<file path="src/rtl/mmio_bus_controller.sv">
// CPU data-side bus controller: zero-wait RAM path plus a stalling
// request/ready IO path with timeout, unmapped detection and sticky status.
module mmio_bus_controller #(
  parameter int NUM_CH  = 4,
  parameter int DATA_W  = 32,
  parameter int TIMEOUT = 15
) (
  input  logic                     clk,
  input  logic                     rst,
  input  logic [31:0]              cpu_addr,
  input  logic                     cpu_rd,
  input  logic                     cpu_wr,
  input  logic [31:0]              cpu_wdata,
  output logic [31:0]              cpu_rdata,
  output logic                     cpu_stall,
  output logic [31:0]              mem_addr,
  output logic                     mem_we,
  output logic [31:0]              mem_wdata,
  input  logic [31:0]              mem_rdata,
  output logic [NUM_CH-1:0]        io_sel,
  output logic                     io_we,
  output logic [1:0]               io_addr,
  output logic [DATA_W-1:0]        io_wdata,
  input  logic [NUM_CH*DATA_W-1:0] io_rdata,
  input  logic [NUM_CH-1:0]        io_ready,
  output logic                     err_irq
);

  typedef enum logic [1:0] {IDLE, REQ, DONE} state_t;

  state_t              state, state_nx;
  logic                is_io, is_status, mapped, io_req;
  logic                ready_hit, timed_out;
  logic [5:0]          ch;
  logic [NUM_CH-1:0]   sel_dec;
  logic [DATA_W-1:0]   slice;
  logic [7:0]          timer;
  logic [31:0]         rdata_q;
  logic                to_err, um_err;
  logic                unused_ok;

  assign is_io     = cpu_addr[31:10] == 22'h3FFFFF;
  assign ch        = cpu_addr[9:4];
  assign is_status = is_io && (cpu_addr[9:2] == 8'hFF);
  assign mapped    = int'(ch) < NUM_CH;
  assign io_req    = is_io && (cpu_rd || cpu_wr);
  assign timed_out = timer == 8'(TIMEOUT - 1);
  assign unused_ok = ^{cpu_addr[1:0], cpu_wdata};

  assign mem_addr  = cpu_addr;
  assign mem_wdata = cpu_wdata;
  assign err_irq   = to_err | um_err;

  // io_sel is one-hot while in REQ, so it steers ready and read data
  always_comb begin
    sel_dec   = '0;
    slice     = '0;
    ready_hit = 1'b0;
    for (int k = 0; k < NUM_CH; k++) begin
      sel_dec[k] = ch == 6'(k);
      if (io_sel[k]) begin
        slice     = slice | io_rdata[k*DATA_W +: DATA_W];
        ready_hit = ready_hit | io_ready[k];
      end
    end
  end

  always_ff @(posedge clk or posedge rst) begin
    if (rst) state <= IDLE;
    else     state <= state_nx;
  end

  always_comb begin
    state_nx = state;
    unique case (state)
      IDLE: if (io_req)
              state_nx = (mapped && !is_status) ? REQ : DONE;
      REQ:  if (ready_hit || timed_out)
              state_nx = DONE;
      DONE: state_nx = IDLE;
      default: state_nx = IDLE;
    endcase
  end

  always_comb begin
    cpu_stall = io_req && (state != DONE);
    mem_we    = cpu_wr && !is_io;
    cpu_rdata = is_io ? rdata_q : mem_rdata;
  end

  always_ff @(posedge clk or posedge rst) begin
    if (rst) begin
      io_sel   <= '0;
      io_we    <= 1'b0;
      io_addr  <= 2'd0;
      io_wdata <= '0;
      rdata_q  <= 32'd0;
      timer    <= 8'd0;
      to_err   <= 1'b0;
      um_err   <= 1'b0;
    end else begin
      unique case (state)
        IDLE: begin
          timer <= 8'd0;
          if (io_req) begin
            if (is_status) begin
              if (cpu_wr) begin
                to_err  <= 1'b0;
                um_err  <= 1'b0;
                rdata_q <= 32'd0;
              end else begin
                rdata_q <= {30'd0, um_err, to_err};
              end
            end else if (mapped) begin
              io_sel   <= sel_dec;
              io_we    <= cpu_wr;
              io_addr  <= cpu_addr[3:2];
              io_wdata <= cpu_wdata[DATA_W-1:0];
            end else begin
              um_err  <= 1'b1;
              rdata_q <= 32'd0;
            end
          end
        end
        REQ: begin
          timer <= timer + 8'd1;
          if (ready_hit) begin
            rdata_q <= 32'(slice);
            io_sel  <= '0;
            io_we   <= 1'b0;
          end else if (timed_out) begin
            to_err  <= 1'b1;
            rdata_q <= 32'd0;
            io_sel  <= '0;
            io_we   <= 1'b0;
          end
        end
        DONE: begin
          io_sel <= '0;
          io_we  <= 1'b0;
        end
        default: ;
      endcase
    end
  end

endmodule
</file>
<file path="config.mk">
export PLATFORM = sky130hd
export DESIGN_NAME = mmio_bus_controller
export DESIGN_NICKNAME = d
export VERILOG_FILES = /design/src/rtl/mmio_bus_controller.sv
export SDC_FILE = /design/constraint.sdc
export NUM_CORES = 1
export LEC_CHECK = 0
export CORE_AREA = 2 2 142 144
export CTS_BUF_LIST = sky130_fd_sc_hd__clkbuf_8
export CTS_CLUSTER_DIAMETER = 150
export CTS_CLUSTER_SIZE = 10
export DETAILED_ROUTE_END_ITERATION = 7
export DIE_AREA = 0 0 144 146
export MAX_ROUTING_LAYER = met4
export REMOVE_ABC_BUFFERS = 1
export SYNTH_ARGS = -nofsm -noshare
export SYNTH_HDL_FRONTEND = slang
export SYNTH_SLANG_ARGS = --single-unit
</file>
<file path="constraint.sdc">
create_clock -name clk -period 5.8 [get_ports clk]
set_input_delay 1.16 -clock clk [delete_from_list [all_inputs] [get_ports clk]]
set_output_delay 1.16 -clock clk [all_outputs]
set_load 0.005 [all_outputs]
</file>
## Yosys cells after proc, flatten, opt, wreduce, memory -nomap -nowiden

Index checks and enable logic that the tools add are counted.

- Flip-flop bits (word level): 83
- Latch bits: 0
- RAM bits: 0
- Memory bits (read-only): 0
- Logic and storage cells: 100
- Memories: 0

- Add/subtract/negate cells: 1
- $mul: 0
- Div/mod/pow operators: 0
- Order comparisons: 1
- Eq/ne operators: 21
- Shift-type cells: 0
- Mux-type cells: 41
- Bitwise operators: 8
- Reduce and logical (&&, ||, !) cells: 19

Operators with widths:

| kind | count |
|---|---|
| two-way mux 32 bit | 10 |
| bitwise OR 32 bit | 3 |
| one-hot mux 32 bit (2 select lines) | 1 |
| == test 22 bit (second input constant) | 1 |
| inequality test 2 bit (second input constant) | 11 |
| two-way mux 4 bit | 5 |
| two-way mux 1 bit | 16 |
| one-hot mux 8 bit (2 select lines) | 1 |
| == test 6 x 2 -> 1 bit (second input constant) | 2 |
| one-hot mux 4 bit (3 select lines) | 1 |
| AND reduction 4 bit | 3 |
| adder 8 x 1 -> 8 bit (second input constant) | 1 |
| == test 8 x 4 -> 1 bit (second input constant) | 1 |
| == test 8 bit (second input constant) | 1 |
| two-way mux 2 bit | 4 |
| == test 6 x 1 -> 1 bit (second input constant) | 1 |
| zero test 6 bit | 1 |
| less-than comparator 6 x 3 -> 1 bit (second input constant) | 1 |
| inequality test 3 bit (second input constant) | 2 |
| AND reduction 6 bit | 1 |
| logical AND 1 bit | 5 |
| AND reduction 5 bit | 1 |
| bitwise OR 1 bit | 4 |
| one-hot mux 2 bit (2 select lines) | 1 |
| other kinds (11) | 13 |

## Depth between registers and ports, before layout

Gate-level depths: netlist (run 1).

- Depth after elaboration: 10
- Mapped depth: 8
- Gate-level depth less buffers: 7

## Worst setup path before layout (run 1)

No wires, ideal clock.

- Kind: input port to output port
- Start: input port cpu_addr[24]
- End: output port cpu_rdata[10]
- Arrival: 2799 ps
- Data required time: 4640 ps
- Setup slack: 1841 ps
- Cell stages on the path: 5
- Path buffers: 1
- Cells stage by stage: nand4_1 -> or4_4 -> nor4_4 -> buf_6 -> mux2_2

- Cells in the longest elaborated chain, start to end: 2

Ends and longest elaborated chain:

| what | line | source |
|---|---|---|
| from (decl) | 10 | `input logic [31:0] cpu_addr,` |
| == test 22 bit | 42 | `assign is_io = cpu_addr[31:10] == 22'h3FFFFF;` |
| two-way mux 32 bit | 88 | `cpu_rdata = is_io ? rdata_q : mem_rdata;` |
| to (decl) | 14 | `output logic [31:0] cpu_rdata,` |

Every way passes these cells.

## Worst setup path after layout (run 1)

- Start: input port cpu_addr[22]
- End: output port cpu_rdata[7]

The elaborated chain is that of the path after synthesis.

==> reports/results.tsv, run 1 <==
stage	metric	value	unit
outcome	outcome	finished clean	
synth	syn_area	5250	um^2
min_path	min_path_type	reg2reg	
sta	fmax	0.198	GHz
job	maxCapViolCount	0	
drt	firstDrtPassIters	6	
sta	skew	7.77	ps
drt	wl_per_cell	18.5	um
floorplanning	ios	370	
critical_path	r2r_end	rdata_q[28]$_DFFE_PP0P_	
synth	yosysUniqueCellTypes	44	
min_path	min_path_cells	1	
synth	ys.flop_type	dfrtp_1	
synth	syn_inst	487	
critical_path	worst-path-max-fanout	32	
clocking	clk_root_buffer_cell	clkbuf_8	
sta	worst_pin_slew	1140	ps
synth	synth_largest_area_cell	dfrtp_1	
global_routing	grt_max_degree	44	
floorplanning	die_h	146	um
clocking	clk_pin_slew	90	ps
synth	synth_edf_count	0	
sta	rsz0062_at_grt	no	
global_routing	antenna_found_initial	0	
clocking	cts_tree	yes	
global_routing	grt_pass1_vias	5389	
place	detailed_place_hpwl	14900	um
clocking	clock_sinks	83	
critical_path	endpoint	cpu_rdata[7]	
synth	yosysWarnings	0	
final_layout	nets	1014	
synth	yosysTopAreaCellShare	0.395	
final_layout	drive_above_1_share	0.168	
floorplanning	die_w	144	um
synth	synth_seq_cells	83	
sta	setup_viol	0	
place	io_buffer_count	365	
drt	routed_wl	19400	um
floorplanning	fp-row-count	51	
clocking	post-cts-setup-buffer-count	0	
sta	finalSetupTns	0	ps
critical_path	cp.required	4640	ps
sta	fin_crit	5050	ps
critical_path	r2r_slack	2570	ps
clocking	cts_resized	0	
synth	ys_async_sr_fraction	1.00	
clocking	clock_path_buffers	2	
clocking	h-tree-depth	3	
drt	drc	0	
power	ir_drop	0.000111	V
clocking	cts-buffers-inserted	9	
global_routing	grt_usage	0.182	
synth	ys_top_cells_by_count	96 x mux2_2, 83 x dfrtp_1, 64 x a22oi_1, 64 x buf_4, 33 x a21oi_1	
drt	drt_iter0_markers	119	
clocking	cts_hold_buffers	0	
critical_path	r2r_cells	7	
synth	synth.most_common_cell	mux2_2	
critical_path	cp_common_cell	clkdlybuf4s50_1	
global_routing	grt_first_pass_wirelength	28800	um
synth	synthTopCellsByArea	dfrtp_1 40%, mux2_2 21%, a22oi_1 9.1%	
final_layout	fillers	1827	
critical_path	path_class	in2out	
critical_path	crit_chain	clkdlybuf4s50_1 > nand4_1 > or4_4 > nor4_4 > buf_12 > mux2_2 > clkdlybuf4s50_1	
sta	slew_headroom	0.238	
floorplanning	fp.dieArea	21000	um^2
sta	slew_violations	0	
synth	syn_area_per_cell	10.8	um^2
power	p_per_area	174	nW/um^2
drt	via_per_inst	4.69	
critical_path	max_stage_delay	540	ps
drt	antenna_left	0	
sta	finalHoldViolCount	0	
final_layout	fin_util	0.459	
critical_path	critical-path-slowest-cell	or4_4	
power	p_leak	0.00324	uW
place	globalplace.congestion	0.900	
synth	ys_seq_area_frac	0.395	
critical_path	reg2reg_from	state[0]$_DFFE_PP0P_	
clocking	clk_latency	360	ps
floorplanning	core_area	19300	um^2
critical_path	critical_path_arrival	3890	ps
critical_path	start_kind	primary input	
drt	via_count	4903	
global_routing	overflow	0	
critical_path	crit_path_end_kind	output port	
sta	min_period_over_period	0.871	
final_layout	syn_to_final_growth	68.9	%
critical_path	crit_start	cpu_addr[22]	
final_layout	antenna_cells	0	
floorplanning	start_util	0.272	
==> critical path: cells and delay by family <==
| kind | cells | cell delay [ps] |
|---|---|---|
| buffers and inverters | 3 | 1250 |
| multiplexers | 1 | 370 |
| AND/OR/NAND/NOR | 3 | 1070 |
==> area by class of cell <==
type,count,area [um^2],share of cell area
multi-input cells,297,2480,0.279
clock inverters,7,98.8,0.0111
well taps,265,332,0.0374
inverters,13,50.0,0.00564
clock buffers,9,124,0.0140
flip-flops and latches,83,2080,0.234
repair buffers,372,3720,0.419
==> logic make-up (layout without fill, tap and decap cells) <==
group                      after synthesis  after routing  share of synthesized area
AOI/OAI and AO/OA                      124            124                      0.164
buffers and inverters                  107            401                      0.135
muxes                                  100            100                      0.214
DFF                                     83             83                      0.395
and+or+nand+nor                         63             63                     0.0710
adders and majority gates                6              6                     0.0143
xor gates and xnor gates                 4              4                    0.00667
==> placed cells by master, fill, tap and decap left out, types with 3 or more instances in the layout <==
cell,synthesis,final
buf_4,64,6
nand4_1,12,12
nor2_1,9,9
dfrtp_1,83,83
inv_1,13,12
clkbuf_8,0,9
o21ai_0,6,6
o2bb2ai_1,4,4
a21oi_1,33,33
nand2_1,13,13
mux2i_1,3,3
mux2_2,96,96
nand3_1,9,9
o22ai_1,4,4
clkdlybuf4s50_1,0,365
ha_1,6,6
a22oi_1,64,64
==> sequential cells by signal (all words and copies together), names as in the netlist <==
| register | count |
|---|---|
| io_wdata | 32 |
| rdata_q | 32 |
| timer | 8 |
| io_sel | 4 |
| io_addr | 2 |
| state | 2 |
| io_we | 1 |
| to_err | 1 |
| um_err | 1 |
==> metrics by stage <==
step	cells	power, uW	cell area, um^2	worst slack, ps	hold WS (ps)
floorplan	393	771	4590	1210	449
global placement	1030	1070	8650	848	473
detailed placement	1030	1080	8650	756	479
CTS	1046	1570	8880	758	500
global route	1046	1630	8880	635	513
finish	1046	1540	8880	748	494
==> where the power goes <==
group / switching (uW) / total, uW / internal, uW / leakage, uW
combinational: 173 / 448 / 275 / 0.00211
sequential: 14.7 / 617 / 603 / 0.00102
clock: 231 / 477 / 246 / 0.000110
total: 418 / 1540 / 1120 / 0.00324
==> how the worst min path moves through the flow <==
stage	end	slack, ps	startpoint
final	io_we$_DFFE_PP0P_	490	io_we$_DFFE_PP0P_
after global routing	timer[7]$_DFFE_PP0P_	510	timer[7]$_DFFE_PP0P_
after CTS	io_we$_DFFE_PP0P_	500	io_we$_DFFE_PP0P_
after detailed placement	io_we$_DFFE_PP0P_	480	io_we$_DFFE_PP0P_
after global placement	timer[7]$_DFFE_PP0P_	470	timer[7]$_DFFE_PP0P_
after floorplan	timer[7]$_DFFE_PP0P_	450	timer[7]$_DFFE_PP0P_
==> metal layers <==
metal | wire, um | vias to the layer above | global-route usage
met5 | 0 | - | -
met4 | 350 | 0 | 0.0593
met3 | 1710 | 21 | 0.0418
met2 | 9430 | 242 | 0.309
met1 | 7880 | 2321 | 0.212
li1 | - | 2319 | -
Note: power is estimated with default switching activity, not from simulation.
==> inputs of run 2 (changes only) <==
--- a/config.mk
+++ b/config.mk
@@ -7,10 +7,11 @@
 export LEC_CHECK = 0
 export CORE_AREA = 2 2 142 144
 export CTS_BUF_LIST = sky130_fd_sc_hd__clkbuf_8
-export CTS_CLUSTER_DIAMETER = 150
+export CTS_CLUSTER_DIAMETER = 50
 export CTS_CLUSTER_SIZE = 10
 export DETAILED_ROUTE_END_ITERATION = 7
 export DIE_AREA = 0 0 144 146
+export GPL_TIMING_DRIVEN = 0
 export MAX_ROUTING_LAYER = met4
 export REMOVE_ABC_BUFFERS = 1
 export SYNTH_ARGS = -nofsm -noshare
==> reports/results.tsv, run 2 (synthesis results as in run 1) <==
stage	metric	value	unit	change
clocking	cts_hold_buffers	0		unchanged
floorplanning	fp.dieArea	21000	um^2	unchanged
critical_path	r2r_slack	2500	ps	was 2570 ps
final_layout	fillers	1834		was 1,827
place	dpl_cell_area	8670	um^2	was 8650 um^2
floorplanning	ios	370		unchanged
clocking	cts_resized	0		unchanged
sta	fin_crit	5230	ps	was 5050 ps
job	maxCapViolCount	0		unchanged
drt	antenna_left	0		unchanged
final_layout	layout_common_cells	365 x clkdlybuf4s50_1, 96 x mux2_2, 80 x dfrtp_1		was 365 x clkdlybuf4s50_1, 96 x mux2_2, 83 x dfrtp_1
global_routing	antenna_found_initial	0		unchanged
floorplanning	core_area	19300	um^2	unchanged
global_routing	grt_max_degree	45		was 44
sta	min_period_over_period	0.901		was 0.871
place	detailed_place_hpwl	14600	um	was 14,900 um
global_routing	grt_usage	0.177		was 0.182
sta	fin_ws	574	ps	was 748 ps
drt	drc	0		unchanged
clocking	clk_root_buffer_cell	clkbuf_8		unchanged
clocking	h-tree-depth	3		unchanged
clocking	clk_pin_slew	90	ps	about the same
final_layout	largestRegisters	io_wdata: 32 flops, rdata_q: 32 flops, timer: 8 flops		unchanged
critical_path	critPathBufInv	5		was 3
global_routing	grt_pass1_vias	5315		was 5,389
final_layout	antenna_cells	0		unchanged
global_routing	grt_first_pass_wirelength	28200	um	was 28,800 um
drt	routed_wl	19000	um	was 19,400 um
power	p_leak	0.00321	uW	was 0.00324 uW
clocking	cts-buffers-inserted	9		unchanged
final_layout	final_area	8850	um^2	was 8880 um^2
critical_path	worst-path-max-fanout	14		was 32
min_path	min_path_type	reg2reg		unchanged
drt	wl_per_cell	18.2	um	was 18.5 um
sta	slew_violations	0		unchanged
sta	rsz0062_at_grt	no		unchanged
critical_path	crit_family	buffers and inverters		unchanged
sta	fmax	0.191	GHz	was 0.198 GHz
drt	firstDrtPassIters	4		was 6
global_routing	use_met1	0.202		was 0.212
critical_path	crit_chain	clkdlybuf4s50_1 > nand4_1 > or4_4 > nor4_4 > buf_6 > buf_8 > buf_6 > mux2_2 > clkdlybuf4s50_1		was clkdlybuf4s50_1 > nand4_1 > or4_4 > nor4_4 > buf_12 > mux2_2 > clkdlybuf4s50_1
clocking	cts_tree	yes		unchanged
critical_path	start_kind	primary input		unchanged
floorplanning	fp-row-count	51		unchanged
clocking	clock_path_buffers	2		unchanged
clocking	post-cts-setup-buffer-count	0		unchanged
critical_path	max_stage_delay	560	ps	was 540 ps
place	globalplace.congestion	0.891		was 0.900
floorplanning	die_w	144	um	unchanged
sta	finalSetupTns	0	ps	unchanged
place	io_buffer_count	365		unchanged
global_routing	top_usage_layer	met2		unchanged
power	power	1450	uW	was 1540 uW
global_routing	overflow	0		unchanged
sta	worst_pin_slew	1360	ps	was 1140 ps
power	p_per_area	164	nW/um^2	was 174 nW/um^2
critical_path	crit_path_end_kind	output port		unchanged
sta	finalHoldViolCount	0		unchanged
drt	drt_iter0_markers	157		was 119
place	post-place-ws	577	ps	was 756 ps
final_layout	nets	1012		was 1,014
critical_path	critical-path-slowest-cell	clkdlybuf4s50_1		was or4_4
drt	via_per_inst	4.75		was 4.69
outcome	outcome	finished clean		unchanged
sta	slew_headroom	0.0927		was 0.238
drt	via_count	4954		was 4,903
floorplanning	start_util	0.272		unchanged
final_layout	drive_above_1_share	0.169		was 0.168
sta	setup_viol	0		unchanged
critical_path	path_class	in2out		unchanged
global_routing	use_met3	0.0336		was 0.0418
global_routing	met2_usage	0.315		was 0.309
critical_path	cp.required	4640	ps	about the same
final_layout	final_common_cell	clkdlybuf4s50_1		unchanged
floorplanning	die_h	146	um	unchanged
sta	skew	13.6	ps	was 7.77 ps
clocking	clock_sinks	83		unchanged
power	ir_drop	0.0000938	V	was 0.000111 V
critical_path	critical_path_arrival	4070	ps	was 3890 ps
clocking	clk_latency	360	ps	about the same
final_layout	syn_to_final_growth	68.4	%	was 68.9%
## run 2: cell type report
class	count	area, um^2	share of cell area
Inverter	13	51.3	0.00580
Multi-Input combinational cell	297	2480	0.280
Timing Repair Buffer	370	3730	0.422
Tap cell	265	332	0.0375
Clock buffer	9	124	0.0140
Sequential cell	83	2080	0.235
Clock inverter	7	51.3	0.00580
## run 2: final timing paths
kind | startpoint | endpoint | cells past startpoint
max | cpu_addr[24] | cpu_rdata[17] | 9
min | io_we$_DFFE_PP0P_ | io_we$_DFFE_PP0P_ | 1
max reg2reg | io_sel[0]$_DFFE_PP0P_ | rdata_q[31]$_DFFE_PP0P_ | 5
min reg2reg | io_we$_DFFE_PP0P_ | io_we$_DFFE_PP0P_ | 1
max in group asynchronous | rst | io_sel[1]$_DFFE_PP0P_ | 3
min in group asynchronous | rst | io_wdata[13]$_DFFE_PP0P_ | 2
## run 2: per-stage QoR
| step | hold WS [ps] | instances | utilization |
|---|---|---|---|
| floorplan | 449 | 393 | - |
| global placement | 479 | 1023 | 0.444 |
| detailed placement | 491 | 1028 | 0.448 |
| CTS | 513 | 1044 | 0.457 |
| global route | 529 | 1044 | 0.458 |
| finish | 505 | 1044 | 0.458 |
## run 2: metal layers
metal / wire (um) / share of wire
met3: 1510 / 0.079
met2: 9530 / 0.50
met5: 0 / 0
met1: 7750 / 0.41
met4: 242 / 0.013
## run 2: power breakdown
part	switching [uW]	internal, uW	leakage, uW
clock network	228	158	0.0000860
registers	50.7	602	0.00102
logic	138	274	0.00211
==> inputs of run 3 (changes only) <==
--- a/config.mk
+++ b/config.mk
@@ -14,6 +14,7 @@
 export GPL_TIMING_DRIVEN = 0
 export MAX_ROUTING_LAYER = met4
 export REMOVE_ABC_BUFFERS = 1
+export SLEW_MARGIN = 20
 export SYNTH_ARGS = -nofsm -noshare
 export SYNTH_HDL_FRONTEND = slang
 export SYNTH_SLANG_ARGS = --single-unit
==> reports/results.tsv, run 3 (synthesis results as in run 1) <==
stage	metric	value	unit	change
drt	drc	0		unchanged
floorplanning	core_area	19300	um^2	unchanged
drt	wl_per_cell	18.2	um	about the same
floorplanning	die_h	146	um	unchanged
place	place_inst	1029		was 1,028
clocking	cts_hold_buffers	0		unchanged
sta	min_period_over_period	0.968		was 0.901
final_layout	syn_to_final_growth	70.6	%	was 68.4%
drt	via_count	4967		was 4,954
floorplanning	start_util	0.272		unchanged
power	p_per_area	172	nW/um^2	was 164 nW/um^2
sta	rsz0062_at_grt	no		unchanged
power	ir_drop	0.0000988	V	was 0.0000938 V
place	globalplace.congestion	0.891		unchanged
drt	via_per_inst	4.75		about the same
clocking	clock_sinks	83		unchanged
power	intPower	1130	uW	was 1030 uW
final_layout	multi_input_area	2480	um^2	about the same
clocking	cts_tree	yes		unchanged
clocking	cts-buffers-inserted	9		unchanged
global_routing	grt_usage	0.178		was 0.177
critical_path	worst-path-max-fanout	12		was 14
final_layout	fillers	1802		was 1,834
drt	drt_iter0_markers	143		was 157
sta	finalHoldViolCount	0		unchanged
sta	fmax	0.178	GHz	was 0.191 GHz
floorplanning	ios	370		unchanged
power	pwr-share-seq	0.424		was 0.450
final_layout	final_area	8960	um^2	was 8850 um^2
floorplanning	die_w	144	um	unchanged
global_routing	grt_first_pass_wirelength	28400	um	was 28,200 um
final_layout	layout_common_cells	365 x clkdlybuf4s50_1, 96 x mux2_2, 79 x dfrtp_1		was 365 x clkdlybuf4s50_1, 96 x mux2_2, 80 x dfrtp_1
power	power.switching	408	uW	was 416 uW
place	dpl_cell_area	8710	um^2	was 8670 um^2
global_routing	grt_max_degree	45		unchanged
power	p_sw_frac	0.265		was 0.287
final_layout	drive_above_1_share	0.172		was 0.169
sta	slew_headroom	0.406		was 0.0927
global_routing	overflow	0		unchanged
sta	fin_crit	5610	ps	was 5230 ps
drt	antenna_left	0		unchanged
critical_path	crit_path_end_kind	output port		unchanged
global_routing	antenna_found_initial	0		unchanged
sta	skew	11.9	ps	was 13.6 ps
floorplanning	fp-row-count	51		unchanged
place	io_buffer_count	365		unchanged
outcome	outcome	finished clean		unchanged
sta	worst_pin_slew	884	ps	was 1360 ps
sta	setup_viol	0		unchanged
clocking	clock_path_buffers	2		unchanged
clocking	clk_pin_slew	90	ps	about the same
critical_path	critical_path_arrival	4450	ps	was 4070 ps
global_routing	grt_pass1_vias	5329		was 5,315
power	p_leak	0.00327	uW	was 0.00321 uW
critical_path	cp.required	4640	ps	about the same
clocking	clk_root_buffer_cell	clkbuf_8		unchanged
drt	routed_wl	19000	um	about the same
job	maxCapViolCount	0		unchanged
final_layout	antenna_cells	0		unchanged
critical_path	start_kind	primary input		unchanged
clocking	cts_resized	0		unchanged
place	detailed_place_hpwl	14600	um	about the same
clocking	clk_latency	350	ps	was 360 ps
min_path	min_path_type	reg2reg		unchanged
power	pwr-share-clk	0.308		was 0.266
clocking	post-cts-setup-buffer-count	0		unchanged
critical_path	path_class	in2out		unchanged
floorplanning	fp.dieArea	21000	um^2	unchanged
final_layout	fin_util	0.464		was 0.458
sta	slew_violations	0		unchanged
final_layout	regArea	2080	um^2	about the same
clocking	h-tree-depth	3		unchanged
final_layout	final_common_cell	clkdlybuf4s50_1		unchanged
final_layout	layoutNonFillerInstCount	1046		was 1,044
final_layout	largestRegisters	io_wdata: 32 flops, rdata_q: 32 flops, timer: 8 flops		unchanged
final_layout	nets	1014		was 1,012
power	combPwrFrac	0.268		was 0.284
drt	firstDrtPassIters	4		unchanged
[run 3: per-layer routing]
| layer | global-route usage | vias to the layer above | share of wire |
|---|---|---|---|
| met4 | 0.0466 | 0 | 0.0084 |
| met3 | 0.0339 | 11 | 0.085 |
| li1 | - | 2320 | - |
| met2 | 0.310 | 241 | 0.50 |
| met5 | - | - | 0 |
| met1 | 0.208 | 2395 | 0.40 |
[run 3: power by group through the flow]
stage	clock network [uW]	logic (uW)	registers [uW]
finish	475	412	652
global route	523	444	658
CTS	500	416	654
detailed placement	0	413	665
global placement	0	404	661
floorplan	0	127	643
[run 3: cell type report]
class	instances	area share
Clock inverter	6	0.00991
Tap cell	265	0.0370
Multi-Input combinational cell	297	0.277
Timing Repair Buffer	372	0.423
Sequential cell	83	0.232
Inverter	13	0.00572
Clock buffer	10	0.0154
[run 3: stage by stage]
step	hold slack [ps]	setup WS, ps	setup TNS (ps)	power, uW
detailed placement	492	152	0	1080
global placement	479	-491	-14640	1070
CTS	510	131	0	1570
global route	523	68.0	0	1630
floorplan	449	1210	0	771
finish	501	185	0	1540
[run 3: worst paths after layout]
path | slack, ps | end | startpoint | depth (start not counted)
hold reg to reg | 500 | timer[7]$_DFFE_PP0P_ | timer[7]$_DFFE_PP0P_ | 1
setup / recovery | 190 | cpu_rdata[20] | cpu_addr[24] | 9
setup reg to reg | 2790 | rdata_q[31]$_DFFE_PP0P_ | state[0]$_DFFE_PP0P_ | 8
max in group asynchronous | 3990 | io_sel[1]$_DFFE_PP0P_ | rst | 3
hold / removal | 500 | timer[7]$_DFFE_PP0P_ | timer[7]$_DFFE_PP0P_ | 1
min in group asynchronous | 1200 | io_wdata[13]$_DFFE_PP0P_ | rst | 2
[run 3: worst max-delay path: stages]
cell and delay (ps):
clkdlybuf4s50_1 550, nand4_1 130, or4_4 540, nor4_4 680, buf_6 230, buf_6 170, buf_6 170, mux2_2 340
clkdlybuf4s50_1 470
